[src/rtl/fofir_pkg.sv]
// Shared FoFIR PE constants and tap-loader state type, also used by the tap select mux.
package fofir_pkg;
  localparam int unsigned FOFIR_TAPS  = 11;
  localparam int unsigned FOFIR_SEL_W = 4;

  typedef enum logic [1:0] {
    IDLE,
    LOAD,
    DONE
  } tap_load_state_t;
endpackage

[src/rtl/fofir_tap_reg.sv]
// Single tap word register with synchronous reset and load enable.
module fofir_tap_reg #(
  parameter int unsigned data_width = 16
) (
  input  logic                  clk,
  input  logic                  rst,
  input  logic                  en,
  input  logic [data_width-1:0] d,
  output logic [data_width-1:0] q
);
  always_ff @(posedge clk) begin
    if (rst) q <= '0;
    else if (en) q <= d;
  end
endmodule

[src/rtl/fofir_tap_demux11.sv]
// Serial-to-parallel tap loader: streams 11 words (or single addressed writes)
// into the registered FIR tap bank.
module fofir_tap_demux11 #(
  parameter int unsigned data_width = 16
) (
  input  logic                  clk,
  input  logic                  rst,
  input  logic                  start,
  input  logic                  in_valid,
  output logic                  in_ready,
  input  logic [data_width-1:0] in_data,
  input  logic                  wr_en,
  input  logic [3:0]            wr_sel,
  input  logic [data_width-1:0] wr_data,
  output logic [data_width-1:0] out0,
  output logic [data_width-1:0] out1,
  output logic [data_width-1:0] out2,
  output logic [data_width-1:0] out3,
  output logic [data_width-1:0] out4,
  output logic [data_width-1:0] out5,
  output logic [data_width-1:0] out6,
  output logic [data_width-1:0] out7,
  output logic [data_width-1:0] out8,
  output logic [data_width-1:0] out9,
  output logic [data_width-1:0] out10,
  output logic [10:0]           tap_valid,
  output logic [3:0]            cur_sel,
  output logic                  busy,
  output logic                  load_done,
  output logic                  wr_err
);
  import fofir_pkg::*;

  tap_load_state_t        state;
  logic [FOFIR_SEL_W-1:0] ptr;
  logic [FOFIR_TAPS-1:0]  tap_en;
  logic [data_width-1:0]  tap_q [FOFIR_TAPS];
  logic [data_width-1:0]  tap_d;
  logic                   load_hit;
  logic                   wr_idle;
  logic                   wr_in_range;
  logic                   wr_hit;
  logic                   ptr_last;

  // start takes priority over an addressed write in the same IDLE cycle
  assign load_hit    = (state == LOAD) && in_valid;
  assign wr_idle     = (state == IDLE) && wr_en && !start;
  assign wr_in_range = wr_sel < FOFIR_SEL_W'(FOFIR_TAPS);
  assign wr_hit      = wr_idle && wr_in_range;
  assign ptr_last    = ptr == FOFIR_SEL_W'(FOFIR_TAPS - 1);
  assign tap_d       = load_hit ? in_data : wr_data;

  for (genvar i = 0; i < FOFIR_TAPS; i++) begin : g_tap
    assign tap_en[i] = (load_hit && ptr == FOFIR_SEL_W'(i)) ||
                       (wr_hit && wr_sel == FOFIR_SEL_W'(i));

    fofir_tap_reg #(.data_width(data_width)) u_tap_reg (
      .clk (clk),
      .rst (rst),
      .en  (tap_en[i]),
      .d   (tap_d),
      .q   (tap_q[i])
    );
  end

  always_ff @(posedge clk) begin
    if (rst) begin
      state     <= IDLE;
      ptr       <= '0;
      tap_valid <= '0;
      wr_err    <= 1'b0;
    end else begin
      wr_err <= wr_idle && !wr_in_range;
      unique case (state)
        IDLE: begin
          if (start) begin
            state     <= LOAD;
            ptr       <= '0;
            tap_valid <= '0;
          end else begin
            tap_valid <= tap_valid | tap_en;
          end
        end
        LOAD: begin
          if (in_valid) begin
            tap_valid <= tap_valid | tap_en;
            if (ptr_last) begin
              state <= DONE;
              ptr   <= '0;
            end else begin
              ptr <= ptr + 1'b1;
            end
          end
        end
        DONE:    state <= IDLE;
        default: state <= IDLE;
      endcase
    end
  end

  assign in_ready  = (state == LOAD);
  assign busy      = (state != IDLE);
  assign load_done = (state == DONE);
  assign cur_sel   = ptr;

  assign out0  = tap_q[0];
  assign out1  = tap_q[1];
  assign out2  = tap_q[2];
  assign out3  = tap_q[3];
  assign out4  = tap_q[4];
  assign out5  = tap_q[5];
  assign out6  = tap_q[6];
  assign out7  = tap_q[7];
  assign out8  = tap_q[8];
  assign out9  = tap_q[9];
  assign out10 = tap_q[10];
endmodule
[config.mk]
export PLATFORM = sky130hd
export DESIGN_NAME = fofir_tap_demux11
export DESIGN_NICKNAME = d
export VERILOG_FILES = /design/src/rtl/fofir_pkg.sv /design/src/rtl/fofir_tap_reg.sv /design/src/rtl/fofir_tap_demux11.sv
export SDC_FILE = /design/constraint.sdc
export NUM_CORES = 1
export LEC_CHECK = 0
export BUFFER_PORTS_ARGS = -buffer_cell sky130_fd_sc_hd__buf_2
export CELL_PAD_IN_SITES_DETAIL_PLACEMENT = 2
export CELL_PAD_IN_SITES_GLOBAL_PLACEMENT = 2
export CORE_MARGIN = 1
export CORE_UTILIZATION = 32
export CTS_BUF_LIST = sky130_fd_sc_hd__clkbuf_8
export DETAILED_ROUTE_END_ITERATION = 6
export PLACE_DENSITY_LB_ADDON = 0.1
export SYNTH_ARGS = -nofsm -noshare
export SYNTH_HDL_FRONTEND = slang
export SYNTH_HIERARCHICAL = 1
export SYNTH_SLANG_ARGS = --single-unit
[constraint.sdc]
create_clock -name clk -period 2.35 [get_ports clk]
set_clock_uncertainty 0.2 [all_clocks]
set_input_delay 0 -clock clk [delete_from_list [all_inputs] [get_ports clk]]
set_output_delay 0 -clock clk [all_outputs]
set_load 0.05 [all_outputs]
==> results of run 1 <==
## logic make-up after synthesis
logic type / Yosys count / synth area share (%)
compound gates: 23 / 2.02
xor+xnor: 1 / 0.115
buf+inv: 71 / 7.33
flops: 194 / 51.1
mux: 193 / 25.7
simple gates: 240 / 13.8
## critical path: stages (launching register included)
cell,delay [ns]
dfxtp_2,0.51
nand3b_4,0.30
mux2_1,0.64
mux2i_1,0.24
nor2_1,0.06
## state kept, by name, indices dropped and copies added (netlist names)
register	flops
tap_valid	11
cur_sel	4
wr_err	1
g_tap.u_tap_reg/q	176
state	2
## power by group through the flow
stage	sequential, uW	combinational (uW)	clock (uW)
after floorplan	3540	266	0
after global placement	3420	571	0
after detailed placement	3430	586	0
after CTS	3350	622	2300
after global routing	3360	651	2440
final	3350	611	2220
## metrics by stage
stage          power [uW]  hold WS [ns]  instances  util, %  setup TNS, ns
6_report             6180       0.00963       1299     41.3              0
3_3_place_gp         3990        0.0858       1239     38.4              0
4_1_cts              6280      0.000408       1299     41.2              0
3_5_place_dp         4010         0.105       1239     38.4         -0.160
2_1_floorplan        3810       -0.0817        722        -              0
5_1_grt              6450       0.00952       1299     41.3              0
## path summary, 6_finish.rpt
kind	start	to	slack [ns]	depth (start not counted)
worst min-delay path	in_data[2]	g_tap[1].u_tap_reg/q[2]	0.01	4
worst max-delay path	state[0]	g_tap[7].u_tap_reg/q[9]	0.24	4
worst max register to register	state[0]	g_tap[7].u_tap_reg/q[9]	0.24	4
worst min register to register	tap_valid[0]	tap_valid[0]	0.27	2
## layout by cell type, fill, tap and decap left out, types with 2 or more instances in the layout
| cell type | n |
|---|---|
| dfxtp_1 | 193 |
| nor2_1 | 184 |
| nand4b_1 | 5 |
| a31oi_1 | 11 |
| a21oi_1 | 2 |
| a311oi_1 | 2 |
| inv_1 | 16 |
| dlygate4sd3_1 | 28 |
| nor2b_1 | 5 |
| nor3_1 | 2 |
| clkbuf_8 | 17 |
| nand3_1 | 8 |
| mux2_2 | 12 |
| nor4_1 | 2 |
| nand4_1 | 7 |
| inv_6 | 6 |
| buf_2 | 234 |
| buf_4 | 7 |
| mux2_1 | 4 |
| nand2_1 | 16 |
| nor4bb_1 | 2 |
| o21ai_0 | 2 |
| inv_8 | 4 |
| mux2i_1 | 177 |
| buf_12 | 12 |
## metal layers
metal / track usage, % / routed length, um / share of wire (%) / vias up
li1: - / - / - / 2910
met1: 24.7 / 11000 / 43 / 3101
met2: 38.9 / 13200 / 51 / 154
met3: 5.56 / 1300 / 5.1 / 22
met4: 5.60 / 313 / 1.2 / 0
met5: 0 / 0 / 0 / -
## repair_timing
item / CTS / global route
hold buffers: 28 / 0
gates cloned: 0 / 0
hold endpoints to repair: 116 / 0
endpoints found under the setup margin: 47 / 74
gates resized for setup: 6 / 1
## cell usage after synthesis (all sizes together)
master	n	area share, %
a21oi	2	0.13
a221oi	1	0.12
a311oi	2	0.23
a31oi	11	0.91
a41oi	1	0.12
and3b	1	0.12
and4bb	1	0.16
buf	49	6.2
clkbuf	7	0.35
dfxtp	194	51
inv	15	0.74
mux2	16	2.4
mux2i	177	23
nand2	16	0.79
nand2b	1	0.082
nand3	8	0.53
nand3b	1	0.26
nand4	7	0.58
nand4b	5	0.58
nand4bb	1	0.15
nor2	184	9.1
nor2b	5	0.41
nor3	2	0.13
nor4	2	0.16
nor4b	1	0.20
nor4bb	2	0.26
o2111ai	1	0.12
o21ai	2	0.13
o21bai	1	0.099
o22ai	1	0.082
o31ai	1	0.099
or2	2	0.16
or4	1	0.099
xor2	1	0.12
## layout make-up
| class | count | area [um2] | share of cell area [%] |
|---|---|---|---|
| well taps | 319 | 399 | 4.13 |
| clock buffers | 17 | 234 | 2.42 |
| repair buffers | 282 | 1760 | 18.2 |
| multi-input cells | 457 | 3160 | 32.7 |
| inverters | 15 | 56.3 | 0.583 |
| flip-flops and latches | 194 | 3880 | 40.2 |
| clock inverters | 15 | 164 | 1.70 |
==> metrics.md, run 1 <==
| Metric | Value |
|---|---|
| Syn Inst Count | 722 |
| Critical Path RT | 2.48 ns |
| Vias in the first global route | between 6000 and 7000 |
| Final wirelength | about 26000 um |
| # DRC | 0 |
| WL/cell | 19.9 um |
| FP Rows | 56 |
| All-Layer GR Usage | 21.4% |
| Worst Path Arrival | 2.24 ns |
| Initial antenna violation count | 0 |
| WS Path Type | flop to flop |
| Share of total power in the clock network | 35.9% |
| Max clock buf depth | 2 |
| Root Buffer | clkbuf_8 |
| CTS tree | built |
| Core Region | ~0.023 mm2 |
| DIE WIDTH | 156 um |
| DRT Pass-1 Iters | 4 |
| Crit share post-route | 89.7% |
| Max_cap viols | 0 |
| Gpl congestion | 0.780 |
| Area growth, synth to finish | 27.0% |
| Mapped cell area | 0.00760 mm2 |
| Share of layout cells above drive strength 1 | 30.7% |
| I/O Buffers | 235 |
| ANT cells | 0 |
| Worst Path Max Fanout | 17 |
| Slew HR | 61.2% |
| Critical Path Source Type | flop |
| CTS H-tree depth | 4 |
| Vias per inst | 4.76 |
| NetSw | 1780 uW |
| Initial Util | 32.5% |
| Nets | ~1000 |
| Seq pwr share | 54.2% |
| Yosys synthesis warning count | 6 |
| Worst hold-check path type | input port to flop |
| Status | finished clean |
| Fin. max-slew vios | 0 |
| DR iter-0 viols | 229 |
| Die area | 0.0244 mm2 |
| Sw Share | 28.8% |
| Pre-CTS setup slack | -0.0356 ns |
| Final Setup Violations | 0 |
| Die height | 156 um |
| Fin. Hold Viols | 0 |
| Max rail drop VDD | between 0.3 and 0.4 mV |
| I/O Pins | between 200 and 250 |
| CTS sink count | 194 |
| Area post-placement | 0.00897 mm2 |
| FMAX | 0.474 GHz |
| Global-route wire length before repair | between 30000 and 40000 um |
| Syn nets | between 700 and 800 |
| Setup ws final | between 0.2 and 0.25 ns |
| Fin area | 0.00965 mm2 |
| Synth Register Bits | approximately 190 |
| RSZ-0062 raised after global routing | no |
| Mean post-synth cell area | 10.5 um2 |
| Grt ovf | 0 |
| Sequential fraction of the synthesis area | 51.1% |
| PwrDens | between 600 and 700 mW/mm2 |
| Pint | 4400 uW |
| Fill count | 2598 |
| Critical Path End Type | flop |
| Slew @ Worst Pin | ~0.58 ns |
| Reg clk slew, reported paths | roughly 0.12 ns |
| CTS buffer count | 17 |
| Period minus WS final | 2.11 ns |
| Synth cell types | 40 |
| Hpwl dp | about 18000 um |
| Lkg Pwr | 0.00410 uW |
| Latest clock arrival within the worst-skew pair | 0.47 ns |
| Combinational Power Share | between 9 and 10% |
| Largest net degree at the start of global routing | 124 |
| Routed via count | 6187 |
| Post-CTS setup buffer count | 0 |
| DRT antenna net count | 0 |
No activity file was read; power rests on OpenSTA's default activity.
==> run 2, diff against run 1 <==
--- a/config.mk
+++ b/config.mk
@@ -12,6 +12,7 @@
 export CORE_UTILIZATION = 32
 export CTS_BUF_LIST = sky130_fd_sc_hd__clkbuf_8
 export DETAILED_ROUTE_END_ITERATION = 6
+export MAX_ROUTING_LAYER = met4
 export PLACE_DENSITY_LB_ADDON = 0.1
 export SYNTH_ARGS = -nofsm -noshare
 export SYNTH_HDL_FRONTEND = slang
==> metrics.md, run 2 (synthesis gave the netlist of run 1 again) <==
| Metric | Value |
|---|---|
| Status | finished clean |
| RSZ-0062 raised after global routing | no |
| Share of layout cells above drive strength 1 | 30.7% (unchanged) |
| Latest clock arrival within the worst-skew pair | 0.47 ns (about the same) |
| Nets | 1008 (unchanged) |
| Vias in the first global route | 6710 (+0.015%) |
| Power after layout | 6190 uW (about the same) |
| Crit-path leading delay family | multiplexers |
| ANT cells | 0 (unchanged) |
| DIE WIDTH | 156 um (unchanged) |
| Area post-placement | 0.00897 mm2 (unchanged) |
| Critical Path Source Type | flop |
| Commonest non-fill, non-tap cells in the layout | buf_2 (234), dfxtp_1 (193), nor2_1 (184), mux2i_1 (177), dlygate4sd3_1 (28) |
| FMAX | 0.476 GHz (+0.41%) |
| Top reg by flops | g_tap.u_tap_reg/q |
| CTS tree | built |
| Area growth, synth to finish | 27.0% (unchanged) |
| Gpl congestion | 0.791 (+1.4%) |
| Max clock buf depth | 2 (unchanged) |
| Root Buffer | clkbuf_8 |
| I/O Pins | 236 (unchanged) |
| CTS buffer count | 17 (unchanged) |
| Buf/Inv on CP | 0 (unchanged) |
| Critical Path RT | 2.48 ns (about the same) |
| Fill count | 2598 (unchanged) |
| Setup tns final | 0 ns (unchanged) |
| Initial antenna violation count | 0 (unchanged) |
| Routed via count | 6189 (+0.032%) |
| FP Rows | 56 (unchanged) |
| WL/cell | 19.9 um (about the same) |
| Critical Path End Type | flop |
| All-Layer GR Usage | 22.1% (+0.64 points) |
| Final Setup Violations | 0 (unchanged) |
| Worst Path Max Fanout | 17 (unchanged) |
| Fin area | 0.00965 mm2 (unchanged) |
| Max rail drop VDD | 0.332 mV (about the same) |
| Worst hold-check path type | input port to flop |
| Post-CTS setup buffer count | 0 (unchanged) |
| Vias per inst | 4.76 (about the same) |
| Max reg flops | 176 (unchanged) |
| Reg clk slew, reported paths | 0.12 ns (about the same) |
| PwrDens | 641 mW/mm2 (about the same) |
| Final wirelength | 25800 um (about the same) |
| Die area | 0.0244 mm2 (unchanged) |
| Most common cell after layout, fill and taps aside | buf_2 |
| Crit-path slowest cell | mux2_1 |
| Slew HR | 60.4% (-0.72 points) |
| Core Region | 0.0234 mm2 (unchanged) |
| Worst Path Arrival | 2.23 ns (about the same) |
| DR iter-0 viols | 260 (+14%) |
| Max_cap viols | 0 (unchanged) |
| I/O Buffers | 235 (unchanged) |
| Worst-path cell chain | nand3b_4, mux2_1, mux2i_1, nor2_1 |
| DRT Pass-1 Iters | 4 (unchanged) |
| CTS sink count | 194 (unchanged) |
| Die height | 156 um (unchanged) |
| Fin. max-slew vios | 0 (unchanged) |
| DRT antenna net count | 0 (unchanged) |
| Global-route wire length before repair | 39100 um (about the same) |
| Initial Util | 32.5% (unchanged) |
| CTS H-tree depth | 4 (unchanged) |
| CP peak stage delay | 0.63 ns (about the same) |
| Fin. Hold Viols | 0 (unchanged) |
| Hpwl dp | 18400 um (unchanged) |
| Slew @ Worst Pin | 0.593 ns (+0.0108 ns) |
| WS Path Type | flop to flop |
| Grt ovf | 0 (unchanged) |
| Period minus WS final | 2.10 ns (-0.00869 ns) |
| # DRC | 0 (unchanged) |
| Crit share post-route | 89.3% (-0.37 points) |
| Lkg Pwr | 0.00410 uW (unchanged) |
| Largest net degree at the start of global routing | 124 (unchanged) |
[run 2: cell type report]
class,count,area [um2],area share [%]
sequential,194,3880,40.2
multi-input combinational,457,3160,32.7
timing repair buffer,282,1760,18.2
tap,319,399,4.13
clock buffer,17,234,2.42
clock inverter,15,164,1.70
inverter,15,56.3,0.583
[run 2: timing repair]
action                                  in CTS  in global routing
endpoints found under the setup margin      47                 75
hold endpoints to repair                   116                  0
resized for setup                            6                  1
hold buffers                                28                  0
[run 2: stage by stage]
stage	hold WS, ns	std cells	utilization (%)	setup slack [ns]
3_3_place_gp	0.0858	1239	38.4	0.103
3_5_place_dp	0.105	1239	38.4	-0.0356
4_1_cts	0.000408	1299	41.2	0.0187
6_report	0.00400	1299	41.3	0.250
5_1_grt	0.0135	1299	41.3	0.0767
2_1_floorplan	-0.0817	722	-	0.141
[run 2: report_power, final]
group          internal [uW]  switching [uW]
Sequential              3320            26.5
Combinational            183             428
Clock                    895            1330
Total                   4400            1780
[run 2: path summary, 6_finish.rpt]
path | slack, ns | from | endpoint | cells after the start
max reg2reg | 0.25 | state[0] | g_tap[5].u_tap_reg/q[9] | 4
min | 0.004 | in_data[2] | g_tap[1].u_tap_reg/q[2] | 4
max | 0.25 | state[0] | g_tap[5].u_tap_reg/q[9] | 4
min reg2reg | 0.27 | tap_valid[0] | tap_valid[0] | 2
[run 2: worst register-to-register path, delay by kind of cell (launching register included)]
| family | cells | cell delay, ns |
|---|---|---|
| muxes | 2 | 0.90 |
| and+or+nand+nor | 2 | 0.37 |
| DFF | 1 | 0.51 |
[run 2: per-layer routing]
| layer | track usage (%) | wire length, um | up-vias |
|---|---|---|---|
| met5 | - | 0 | - |
| met4 | 5.88 | 327 | 0 |
| met3 | 5.03 | 1240 | 22 |
| met2 | 38.9 | 13200 | 151 |
| met1 | 25.0 | 11000 | 3101 |
| li1 | - | - | 2915 |
==> run 3, diff against run 2 <==
--- a/config.mk
+++ b/config.mk
@@ -8,11 +8,11 @@
 export BUFFER_PORTS_ARGS = -buffer_cell sky130_fd_sc_hd__buf_2
 export CELL_PAD_IN_SITES_DETAIL_PLACEMENT = 2
 export CELL_PAD_IN_SITES_GLOBAL_PLACEMENT = 2
-export CORE_MARGIN = 1
+export CORE_MARGIN = 10
 export CORE_UTILIZATION = 32
 export CTS_BUF_LIST = sky130_fd_sc_hd__clkbuf_8
+export CTS_CLUSTER_SIZE = 16
 export DETAILED_ROUTE_END_ITERATION = 6
-export MAX_ROUTING_LAYER = met4
 export PLACE_DENSITY_LB_ADDON = 0.1
 export SYNTH_ARGS = -nofsm -noshare
 export SYNTH_HDL_FRONTEND = slang
==> metrics.md, run 3 (synthesis gave the netlist of run 1 again) <==
| Metric | Value |
|---|---|
| Status | finished clean |
| Die area | 0.0303 mm2 (+24%) |
| Flop2flop setup slack | 0.12 ns (-0.13 ns) |
| Latest clock arrival within the worst-skew pair | 0.46 ns (about the same) |
| DRT antenna net count | 0 (unchanged) |
| Slew @ Worst Pin | 0.609 ns (+0.0157 ns) |
| Met3 Track Usage GR | 5.29% (+0.26 points) |
| Power after layout | 6130 uW (-0.98%) |
| I/O Pins | 236 (unchanged) |
| All-Layer GR Usage | 18.3% (-3.8 points) |
| Gr busiest metal | met2 |
| Core Region | 0.0234 mm2 (unchanged) |
| Top reg by flops | g_tap.u_tap_reg/q |
| Most common cell after layout, fill and taps aside | buf_2 |
| Area post-placement | 0.00896 mm2 (-0.11%) |
| Commonest non-fill, non-tap cells in the layout | buf_2 (234), dfxtp_1 (194), nor2_1 (184), mux2i_1 (177), dlygate4sd3_1 (22) |
| Final Setup Violations | 0 (unchanged) |
| Vias in the first global route | 6819 (+1.6%) |
| # DRC | 0 (unchanged) |
| Initial antenna violation count | 0 (unchanged) |
| Global-route wire length before repair | 43000 um (+10%) |
| PwrDens | 640 mW/mm2 (-0.19%) |
| Root Buffer | clkbuf_8 |
| Reg area | 0.00388 mm2 (about the same) |
| M1 GR Usage | 22.1% (-2.9 points) |
| Largest net degree at the start of global routing | 88 (-29%) |
| Gpl congestion | 0.784 (-0.86%) |
| Final wirelength | 28100 um (+9.0%) |
| DR iter-0 viols | 290 (+12%) |
| Met2 GRT Util | 31.6% (-7.3 points) |
| Reg clk slew, reported paths | 0.12 ns (about the same) |
| Max_cap viols | 0 (unchanged) |
| Worst hold-check path type | input port to flop |
| Nets | 1004 (-0.40%) |
| CTS buffer count | 17 (unchanged) |
| Worst Path Arrival | 2.37 ns (+0.14 ns) |
| Period minus WS final | 2.23 ns (+0.126 ns) |
| FMAX | 0.449 GHz (-5.6%) |
| I/O Buffers | 235 (unchanged) |
| Lkg Pwr | 0.00407 uW (-0.59%) |
| Critical Path End Type | flop |
| CTS H-tree depth | 4 (unchanged) |
| WL/cell | 21.7 um (+9.4%) |
| Crit share post-route | 94.7% (+5.3 points) |
| Slew HR | 59.4% (-1.0 points) |
| Grt ovf | 0 (unchanged) |
| Fill count | 2640 (+1.6%) |
| Fin area | 0.00958 mm2 (-0.79%) |
| Routed via count | 6140 (-0.79%) |
| Initial Util | 32.5% (unchanged) |
| Fin. Hold Viols | 0 (unchanged) |
| FP Rows | 56 (unchanged) |
| Vias per inst | 4.74 (-0.49%) |
| DRT Pass-1 Iters | 4 (unchanged) |
| Fin. max-slew vios | 0 (unchanged) |
| Area of the multi-input gates | 0.00316 mm2 (about the same) |
| Critical Path Source Type | flop |
| Critical Path RT | 2.50 ns (+0.02 ns) |
| Max reg flops | 176 (unchanged) |
| DIE WIDTH | 174 um (+12%) |
| Setup ws final | 0.125 ns (-0.126 ns) |
| WS Path Type | flop to flop |
| Die height | 174 um (+12%) |
| Share of layout cells above drive strength 1 | 30.9% (+0.23 points) |
| Hpwl dp | 20700 um (+13%) |
| Post-CTS setup buffer count | 0 (unchanged) |
| CTS sink count | 194 (unchanged) |
| Worst Path Max Fanout | 17 (unchanged) |
| Area growth, synth to finish | 26.0% |
| CTS tree | built |
| Pre-CTS setup slack | 0.105 ns (+0.140 ns) |
| Max clock buf depth | 2 (unchanged) |
| ANT cells | 0 (unchanged) |
| Max rail drop VDD | 0.279 mV (-16%) |
| RSZ-0062 raised after global routing | no |
| Setup tns final | 0 ns (unchanged) |
-- run 3: changes by cell type in the layout (fill, tap and decap cells not counted), moves of 2 or more --
cell	delta
inv_6	-3
dlygate4sd3_1	-6
buf_12	-2
buf_4	+4
-- run 3: critical path, cell delays in order, from the launching register on --
cell	delay, ns
dfxtp_1	0.51
nand3b_4	0.37
mux2_1	0.66
mux2i_1	0.28
nor2_1	0.07
-- run 3: where the power goes --
group,switching (uW),internal [uW],total (uW)
Clock,1350,823,2170
Sequential,27.1,3320,3350
Combinational,430,175,605
Total,1800,4320,6130
-- run 3: layout make-up --
class | instances | area share [%]
clock inverters | 14 | 1.49
inverters | 15 | 0.588
flip-flops and latches | 194 | 40.5
clock buffers | 18 | 2.59
multi-input cells | 457 | 33.0
repair buffers | 278 | 17.6
well taps | 319 | 4.17
-- run 3: repair_timing --
item	4_1_cts	5_1_grt
setup endpoints to repair	0	22
resized for setup	0	6
hold buffers	21	1
endpoints found under the hold margin	91	1
-- run 3: layer usage --
layer / share of wire [%] / vias to the layer above
met5: 0 / -
met3: 5.4 / 11
li1: - / 2909
met1: 45 / 3067
met2: 49 / 153
met4: 0.62 / 0
-- run 3: path summary, 6_finish.rpt --
path	from	to	cells after the start
worst max register to register	state[0]	g_tap[7].u_tap_reg/q[7]	4
worst min register to register	tap_valid[9]	tap_valid[9]	2
worst min-delay path	in_data[9]	g_tap[8].u_tap_reg/q[9]	4
worst max-delay path	state[0]	g_tap[7].u_tap_reg/q[7]	4
-- run 3: through the flow --
step | hold WS [ns] | util (%) | cells
after floorplan | -0.0817 | - | 722
after global placement | 0.0872 | 38.3 | 1241
after detailed placement | 0.0816 | 38.3 | 1241
after CTS | 0.00397 | 40.9 | 1294
after global routing | 0.00959 | 40.9 | 1295
final | 0.0122 | 40.9 | 1295
